$ cat src/rtl/aes_decrypt_core.sv
// Iterative AES inverse cipher, one round per clock; done pulses NR clocks after the start edge.
// No backpressure: start is ignored while busy and plaintext holds until the next done.

module aes_inv_shiftrows (
    input  logic [127:0] state_i,
    output logic [127:0] state_o
);
    for (genvar c = 0; c < 4; c++) begin : g_col
        for (genvar r = 0; r < 4; r++) begin : g_row
            // Row r rotates right by r columns; byte index is 4*col+row.
            assign state_o[127-8*(4*c+r) -: 8] = state_i[127-8*(4*((c+4-r)%4)+r) -: 8];
        end
    end
endmodule

module aes_inv_subbytes (
    input  logic [127:0] state_i,
    output logic [127:0] state_o
);
    localparam logic [2047:0] INV_SBOX = {
        128'h52096ad53036a538bf40a39e81f3d7fb, 128'h7ce339829b2fff87348e4344c4dee9cb,
        128'h547b9432a6c2233dee4c950b42fac34e, 128'h082ea16628d924b2765ba2496d8bd125,
        128'h72f8f66486689816d4a45ccc5d65b692, 128'h6c704850fdedb9da5e154657a78d9d84,
        128'h90d8ab008cbcd30af7e45805b8b34506, 128'hd02c1e8fca3f0f02c1afbd0301138a6b,
        128'h3a9111414f67dcea97f2cfcef0b4e673, 128'h96ac7422e7ad3585e2f937e81c75df6e,
        128'h47f11a711d29c5896fb7620eaa18be1b, 128'hfc563e4bc6d279209adbc0fe78cd5af4,
        128'h1fdda8338807c731b11210592780ec5f, 128'h60517fa919b54a0d2de57a9f93c99cef,
        128'ha0e03b4dae2af5b0c8ebbb3c83539961, 128'h172b047eba77d626e169146355210c7d
    };

    function automatic logic [7:0] inv_sbox(input logic [7:0] b);
        logic [10:0] idx;
        idx = 11'd2047 - {b, 3'b000};
        return INV_SBOX[idx -: 8];
    endfunction

    for (genvar i = 0; i < 16; i++) begin : g_byte
        assign state_o[127-8*i -: 8] = inv_sbox(state_i[127-8*i -: 8]);
    end
endmodule

module aes_inv_mixcolumns (
    input  logic [127:0] state_i,
    output logic [127:0] state_o
);
    function automatic logic [7:0] xt(input logic [7:0] a);
        return {a[6:0], 1'b0} ^ (a[7] ? 8'h1b : 8'h00);
    endfunction

    // GF(2^8) multiply by a 4-bit constant (0x09/0x0b/0x0d/0x0e).
    function automatic logic [7:0] gm(input logic [7:0] a, input logic [3:0] m);
        logic [7:0] x2, x4, x8;
        x2 = xt(a);
        x4 = xt(x2);
        x8 = xt(x4);
        return ({8{m[0]}} & a) ^ ({8{m[1]}} & x2) ^ ({8{m[2]}} & x4) ^ ({8{m[3]}} & x8);
    endfunction

    for (genvar c = 0; c < 4; c++) begin : g_col
        logic [7:0] a0, a1, a2, a3;
        assign a0 = state_i[127-32*c -: 8];
        assign a1 = state_i[119-32*c -: 8];
        assign a2 = state_i[111-32*c -: 8];
        assign a3 = state_i[103-32*c -: 8];
        assign state_o[127-32*c -: 8] = gm(a0, 4'he) ^ gm(a1, 4'hb) ^ gm(a2, 4'hd) ^ gm(a3, 4'h9);
        assign state_o[119-32*c -: 8] = gm(a0, 4'h9) ^ gm(a1, 4'he) ^ gm(a2, 4'hb) ^ gm(a3, 4'hd);
        assign state_o[111-32*c -: 8] = gm(a0, 4'hd) ^ gm(a1, 4'h9) ^ gm(a2, 4'he) ^ gm(a3, 4'hb);
        assign state_o[103-32*c -: 8] = gm(a0, 4'hb) ^ gm(a1, 4'hd) ^ gm(a2, 4'h9) ^ gm(a3, 4'he);
    end
endmodule

module aes_decrypt_core #(
    parameter int NR = 10
) (
    input  logic         clk,
    input  logic         rst_n,
    input  logic         start,
    input  logic [127:0] ciphertext,
    output logic [3:0]   rk_idx,
    input  logic [127:0] rk_data,
    output logic         busy,
    output logic         done,
    output logic [127:0] plaintext
);
    if (!(NR == 10 || NR == 12 || NR == 14)) begin : g_bad_nr
        $error("aes_decrypt_core: NR must be 10, 12 or 14");
    end

    localparam logic [3:0] NR_IDX = 4'(NR);
    localparam logic [3:0] NR_M1  = 4'(NR - 1);

    typedef enum logic {IDLE, RUN} state_e;

    state_e       fsm_q, fsm_d;
    logic [3:0]   round_q, round_d;
    logic [127:0] blk_q, blk_d;
    logic [127:0] pt_q, pt_d;
    logic         done_q, done_d;

    logic [127:0] isr, isb, t, imc;

    aes_inv_shiftrows  u_isr (.state_i(blk_q), .state_o(isr));
    aes_inv_subbytes   u_isb (.state_i(isr),   .state_o(isb));
    assign t = isb ^ rk_data;
    aes_inv_mixcolumns u_imc (.state_i(t),     .state_o(imc));

    always_comb begin
        fsm_d   = fsm_q;
        round_d = round_q;
        blk_d   = blk_q;
        pt_d    = pt_q;
        done_d  = 1'b0;
        rk_idx  = NR_IDX;
        busy    = 1'b0;
        case (fsm_q)
            IDLE: begin
                if (start) begin
                    blk_d   = ciphertext ^ rk_data;
                    round_d = NR_M1;
                    fsm_d   = RUN;
                end
            end
            RUN: begin
                rk_idx = round_q;
                busy   = 1'b1;
                if (round_q != 4'd0) begin
                    blk_d   = imc;
                    round_d = round_q - 4'd1;
                end else begin
                    // Final round skips InvMixColumns.
                    pt_d   = t;
                    done_d = 1'b1;
                    fsm_d  = IDLE;
                end
            end
            default: fsm_d = IDLE;
        endcase
    end

    always_ff @(posedge clk) begin
        if (!rst_n) begin
            fsm_q   <= IDLE;
            round_q <= 4'd0;
            blk_q   <= '0;
            pt_q    <= '0;
            done_q  <= 1'b0;
        end else begin
            fsm_q   <= fsm_d;
            round_q <= round_d;
            blk_q   <= blk_d;
            pt_q    <= pt_d;
            done_q  <= done_d;
        end
    end

    assign done      = done_q;
    assign plaintext = pt_q;
endmodule

$ cat config.mk
export PLATFORM = sky130hd
export DESIGN_NAME = aes_decrypt_core
export DESIGN_NICKNAME = d
export VERILOG_FILES = /design/src/rtl/aes_decrypt_core.sv
export SDC_FILE = /design/constraint.sdc
export NUM_CORES = 2
export LEC_CHECK = 0
export CELL_PAD_IN_SITES_DETAIL_PLACEMENT = 1
export CELL_PAD_IN_SITES_GLOBAL_PLACEMENT = 2
export CORE_MARGIN = 10
export CORE_UTILIZATION = 37
export DETAILED_ROUTE_END_ITERATION = 8
export PLACE_DENSITY_LB_ADDON = 0.15
export SYNTH_ARGS = -nofsm -noshare
export SYNTH_HDL_FRONTEND = slang
export SYNTH_SLANG_ARGS = --single-unit
$ cat constraint.sdc
create_clock -name clk -period 6.9 [get_ports clk]
set_clock_uncertainty 0.15 [all_clocks]
set_input_delay 1.035 -clock clk [delete_from_list [all_inputs] [get_ports clk]]
set_output_delay 1.035 -clock clk [all_outputs]
set_load 0.005 [all_outputs]
* After elaboration in Yosys (flattened, before gate mapping)
Index checks and enable logic that the tools add are counted.
Storage, ports and cells: input bits 259, word-level logic and storage cells 316, output and inout port bits 134, bits in registers 262
Operators by class: add/sub/neg operators 17, equality and inequality tests 2, mux-type cells 60, reduce and logical (&&, ||, !) cells 4, shifts and indexed selects 16, bitwise gates (word level) 212
Operators by type and width (count):
- 2055-bit by 12-bit indexed part select with 8-bit output, first input constant | 16
- 8-bit bitwise XOR | 198
- 128-bit two-way mux | 2
- 128-bit one-hot mux with 2 select lines | 1
- 128-bit bitwise XOR | 2
- 5-bit two-way mux | 48
- 11-bit subtractor, first input constant | 16
- 8-bit by 5-bit bitwise XOR with 8-bit output | 10
- 4-bit two-way mux | 3
- 4-bit one-hot mux with 2 select lines | 1
- 2-bit AND reduction | 3
- 1-bit two-way mux | 4
- 4-bit nonzero test | 1
- 4-bit by 1-bit subtractor with 4-bit output, second input constant | 1
- 2-bit by 1-bit inequality test with 1-bit output, second input constant | 1
- 2-bit inequality test, second input constant | 1
- 1-bit inverter | 2
- 1-bit one-hot mux with 2 select lines | 1

* Longest topological paths before layout
depth after elaboration 15, gate-level depth with buffers 20, depth with buffers taken out 14

* Hierarchy
Synthesis repeated with hierarchy kept, for this count alone.
Second synthesis, totals: cells, all modules 10796, area total of the unflattened synthesis 74717.9 µm²
Modules (own cells, without submodules):
- aes_inv_subbytes | cells an instance 8437, sequential area each 0.0 µm², instances 1, area an instance 52492.8 µm²
- aes_decrypt_core | cells an instance 1418, sequential area each 5245.0 µm², instances 1, area an instance 12430.7 µm²
- aes_inv_mixcolumns | cells an instance 813, sequential area each 0.0 µm², instances 1, area an instance 8833.5 µm²
- aes_inv_shiftrows | cells an instance 128, sequential area each 0.0 µm², instances 1, area an instance 960.9 µm²

* Least setup slack after synthesis
OpenSTA, ideal clock, no wires.
kind reg-to-reg, start reg blk_q[114], end reg blk_q[84], data required time 6.631 ns, arrival 4.997 ns, stages on the path, launching flop included 20, setup time 0.119 ns, path buffers 5, clock period less this slack 5.266 ns, path slack 1.634 ns, cell sequence dfxtp_1 -> inv_1 -> buf_2 -> buf_2 -> clkbuf_1 -> clkbuf_1 -> ha_1 -> buf_2 -> nand2_1 -> and3b_1 -> a221oi_1 -> a21oi_1 -> mux4_2 -> xor2_2 -> xnor2_2 -> xor3_2 -> xor2_1 -> xnor3_1 -> xnor2_1 -> o21ai_1
On the way: word-level cells in the longest chain between the ends 13, elaborated cells on any way between the ends 16, classes of those cells add/sub (1); shift (1); mux (5); bitwise (9)
RTL lines:
- from (decl) | line 96 | logic [127:0] blk_q, blk_d;
- from (signal assigned) | line 150 | blk_q <= blk_d;
- 11-bit subtractor (*) | line 33 | idx = 11'd2047 - {b, 3'b000};
- 2055-bit by 12-bit indexed part select with 8-bit output (*) | line 34 | return INV_SBOX[idx -: 8];
- 128-bit bitwise XOR (*) | line 104 | assign t = isb ^ rk_data;
- 5-bit two-way mux / 8-bit bitwise XOR (equally long branches) | line 47 | return {a[6:0], 1'b0} ^ (a[7] ? 8'h1b : 8'h00);
- 8-bit bitwise XOR (*) | line 47
- 8-bit bitwise XOR / 5-bit two-way mux (equally long branches) | line 47
- 8-bit bitwise XOR (on tied branches) | line 56, 47
- 8-bit bitwise XOR (*) | line 56 | return ({8{m[0]}} & a) ^ ({8{m[1]}} & x2) ^ ({8{m[2]}} & x4) ^ ({8{m[3]}} & x8);
- 8-bit bitwise XOR (*) (3 in a row) | line 66 | assign state_o[119-32*c -: 8] = gm(a0, 4'h9) ^ gm(a1, 4'he) ^ gm(a2, 4'hb) ^ gm(a3, 4'hd);
- 128-bit two-way mux (*) | line 126 | if (round_q != 4'd0) begin
- 128-bit one-hot mux with 2 select lines (*) | line 115 | case (fsm_q)
Mark *: on every way between the ends. The rest lies on a longest branch, timed or not. The select of a mux whose other input is x is not followed. A chain may end at the register's enable or synchronous reset.

* Final worst setup path
start reg blk_q[0], end reg blk_q[43]
On the way: word-level cells in the longest chain between the ends 11, elaborated cells on any way between the ends 13, classes of those cells add/sub (1); shift (1); mux (4); bitwise (7)
RTL lines:
- 11-bit subtractor (*) | line 33
- 2055-bit by 12-bit indexed part select with 8-bit output (*) | line 34
- 128-bit bitwise XOR (*) | line 104
- 5-bit two-way mux / 8-bit bitwise XOR (equally long branches) | line 47
- 8-bit bitwise XOR | line 47
- 8-bit bitwise XOR / 5-bit two-way mux (equally long branches) | line 47
- 8-bit bitwise XOR | line 47
- 8-bit bitwise XOR (*) | line 56
- 8-bit bitwise XOR (*) | line 67 | assign state_o[111-32*c -: 8] = gm(a0, 4'hd) ^ gm(a1, 4'h9) ^ gm(a2, 4'he) ^ gm(a3, 4'hb);
- 128-bit two-way mux (*) | line 126
- 128-bit one-hot mux with 2 select lines (*) | line 115
Marks and branches as above.

==> metrics list <==
- The count of final max-slew check failures came to 0.
* Highest layer used for signal routing: met5
- The run finished with clean final reports.
- After synthesis, the mean cell area works out to 7.11 sq um.
* Antenna-violating nets left: 0
* Most frequent cells in the layout: nand2_1 (922), o21ai_0 (701), a21oi_1 (661), nor2_1 (637), xnor2_1 (563)
* Port Buf Inserts: 392
- Crit path max fanout: 26
- Ordered list of cells on the worst path: buf_4 > ha_1 > a21oi_1 > o21ai_0 > a32oi_1 > a2111oi_0 > a311oi_1 > xnor2_1 > xor2_1 > xnor3_1 > xor2_1 > xnor2_2 > xor2_1 > a21oi_1
- Worst-path cell with the longest stage delay: xnor2_1
- Counting cells, the worst reg-to-reg path comes to 14.
* Hold WS: 0.314 ns
* Critical setup path kind: reg2reg
* Buffer count from post-CTS setup fixing: 0
* Final Critical Period: 6.67 ns
- Clock tree synthesis selected as its root buffer the cell clkbuf_16.
- Ratio of routed vias to standard cells: 7.16
* Wire length of the first global-routing pass: 700000 um
- Critical path buffers and inverters: 1
- Post-Syn Instances: 10900
- Clock Latency Late Sink: 0.73 ns
- Width of the chip: 479 um
- Initial Utilization: 0.372
* Wirelength per Cell: 36.4 um
- Slowest cell delay on critical path: 1.11 ns
- Detailed placement ended at an HPWL of 360000 um.
- Share of the clock period used by the worst path after layout: 0.967
* Post-synthesis sequential element count: 262
- Across all register-to-register paths, the minimum setup slack is 0.23 ns.
- The share of the Yosys chip area taken by registers is 0.0674.
- The number of hold buffers added after CTS was 0.
- Derived from the worst setup path, the maximum achievable clock frequency is 0.150 GHz.
- The clock net in this run drives a total of 262 sinks.
- The number of global-route vias before repair is 92800.
- The endpoint identified for the worst register-to-register timing path is blk_q[43]$_SDFFE_PN0P_.
- The net count of the finished layout is 11100.
- Actual slew at the worst max-slew pin: 1.38 ns
- Worst reg2reg path startpoint: blk_q[0]$_SDFFE_PN0P_
- Area of the core: 209000 sq um
- Top-Level Pins: 393
- Vias post-DR: 96200
- In this run, synthesis inferred 0 flip-flops with an integrated enable.
* Setup tns final: 0 ns
- Of the post-synthesis cell area, the dominant cell type holds 0.0674.
* Clock edge transition at the registers on the reported setup and hold paths: 0.07 ns
- For this run, the total global-route usage over all layers was measured as 0.398.
* Fill count: 26000
- Crit path capture type: register
* Core Rows: 168
- Distinct cells, synth: 117
- Sorting the synthesized cells by area gives the leading types as dfxtp_1 (6.7%), xnor2_1 (6.3%), ha_1 (4.7%).
- Of all flip-flops after synthesis, the portion carrying an async set or reset was 0.
- Data arrival time of the critical path: 7.07 ns
- Total overflow reported by the global router: 0
* Maximum root-to-sink buffer count: 3
- In the final layout, the share of cells above drive strength 1 is 0.102.
- For this block, the routed nets add up to 489000 um of wire.
- Worst Hold Class: reg2reg
- Area of the die: 229000 sq um
* Netlist Area Pre-Place: 77800 sq um
- Number of endpoints failing setup at the final stage: 0
- Gate family responsible for the most delay along the worst path: XOR/XNOR gates
- First DRT Iteration DRCs: 14400
- TritonCTS clock tree: built
- The number of hold-slack violations in the final timing report is 0.
- Compared with the post-synthesis result, the final layout area differs by 8.78%.
* Post-synthesis cell type with the largest combined area: dfxtp_1
* Vertical die dimension: 479 um
- During synthesis, Yosys emitted a total of 0 warnings.
- The library cell used most frequently in the layout, excluding fill and tap cells, is nand2_1.
- Worst setup path startpoint: blk_q[0]$_SDFFE_PN0P_
- Cts repair resizes: 0
- Unrepaired setup endpoints after global routing: false
- Met1 wire length: 195000 um
- Max-cap violations in this run came to 0.
- Measured against its own limit, the worst slew margin works out to 0.0753.
* Routability cong.: 1.04
- Number of gates on the worst path with buffers counted: 14
- The initial antenna violation count was 24.
- Num CTS Buffers: 44
* Number of H-tree levels: 2
- Entering global routing, the biggest net connects 136 pins.
* Required time worst endpoint: 7.30 ns
- For this run, design rule violations remaining after detail routing come to 0.
- STA classifies the critical path startpoint as a register.
- Wire length on met3: 50000 um
- The routed design uses 210000 um of met2 wire.
- Most frequently used flop master after synthesis: dfxtp_1
- The cell that appears most often on the critical path is xor2_1.
- Capture point of the critical path: blk_q[43]$_SDFFE_PN0P_
- Post-synthesis net count: 11500
* First-pass detailed-route iteration total: 6
## cells by family after synthesis
logic type,count (synthesis),synth area share
AND/OR/NAND/NOR,3688,0.245
XOR/XNOR,1042,0.140
buffers and inverters,1441,0.0829
AO/OA/AOI/OAI,3914,0.358
multiplexers,312,0.0599
flip-flops,262,0.0674
adder cells (fa/ha/maj),290,0.0466
## registers in the layout, summed over array words and instances (netlist names)
name,flops
round_q,4
fsm_q,1
plaintext,128
blk_q,128
done,1
## cell usage after synthesis, drive strengths merged, types with 136 or more instances
master	instances
o211ai	203
xnor2	601
a21oi	663
buf	611
o311ai	197
nand2	923
mux2i	136
a211oi	220
xor2	348
dfxtp	262
o21ai	719
nor2	640
and2	148
nor2b	322
a31oi	226
nor3	268
ha	290
a311oi	176
or2	136
clkbuf	640
nand3	275
nand2b	397
inv	166
## per-stage QoR
step	instance area (sq um)	cells	util	setup slack (ns)
2_1_floorplan	77800	10900	-	1.63
3_5_place_dp	83200	13300	0.397	0.627
6_report	84700	13400	0.404	0.228
3_3_place_gp	83200	13300	0.397	0.631
4_1_cts	84600	13400	0.404	0.556
5_1_grt	84600	13400	0.404	0.225
## final cells by class
cell class	instances	area, sq um	share of cell area
Multi-Input combinational cell	9246	66200	0.782
Timing Repair Buffer	836	7370	0.0871
Sequential cell	262	5400	0.0638
Tap cell	2805	3510	0.0415
Clock buffer	55	1200	0.0142
Inverter	190	713	0.00842
Clock inverter	26	201	0.00238
Antenna cell	23	57.6	0.000680
## worst min-delay path: stages (launching register included)
cell,delay (ns)
dfxtp_1,0.30
nand2_1,0.05
a21boi_0,0.06
## per-layer routing
layer,vias to the layer above,GRT usage
met1,47900,0.522
met3,1325,0.0824
met4,18,0.220
met5,-,0
li1,40400,-
met2,6497,0.608
## worst min-delay path by stage
stage	slack (ns)	cells past startpoint	startpoint	end
finish	0.31	2	plaintext[107]$_SDFFE_PN0P_	plaintext[107]$_SDFFE_PN0P_
global route	0.35	2	plaintext[47]$_SDFFE_PN0P_	plaintext[47]$_SDFFE_PN0P_
CTS	0.32	2	plaintext[107]$_SDFFE_PN0P_	plaintext[107]$_SDFFE_PN0P_
detailed placement	0.31	2	plaintext[107]$_SDFFE_PN0P_	plaintext[107]$_SDFFE_PN0P_
global placement	0.30	2	plaintext[9]$_SDFFE_PN0P_	plaintext[9]$_SDFFE_PN0P_
floorplan	0.31	2	plaintext[57]$_SDFFE_PN0P_	plaintext[57]$_SDFFE_PN0P_
Power is left out: the tool's default activity adds up to more than one toggle a clock period on the data nets, which glitch-free logic cannot reach.
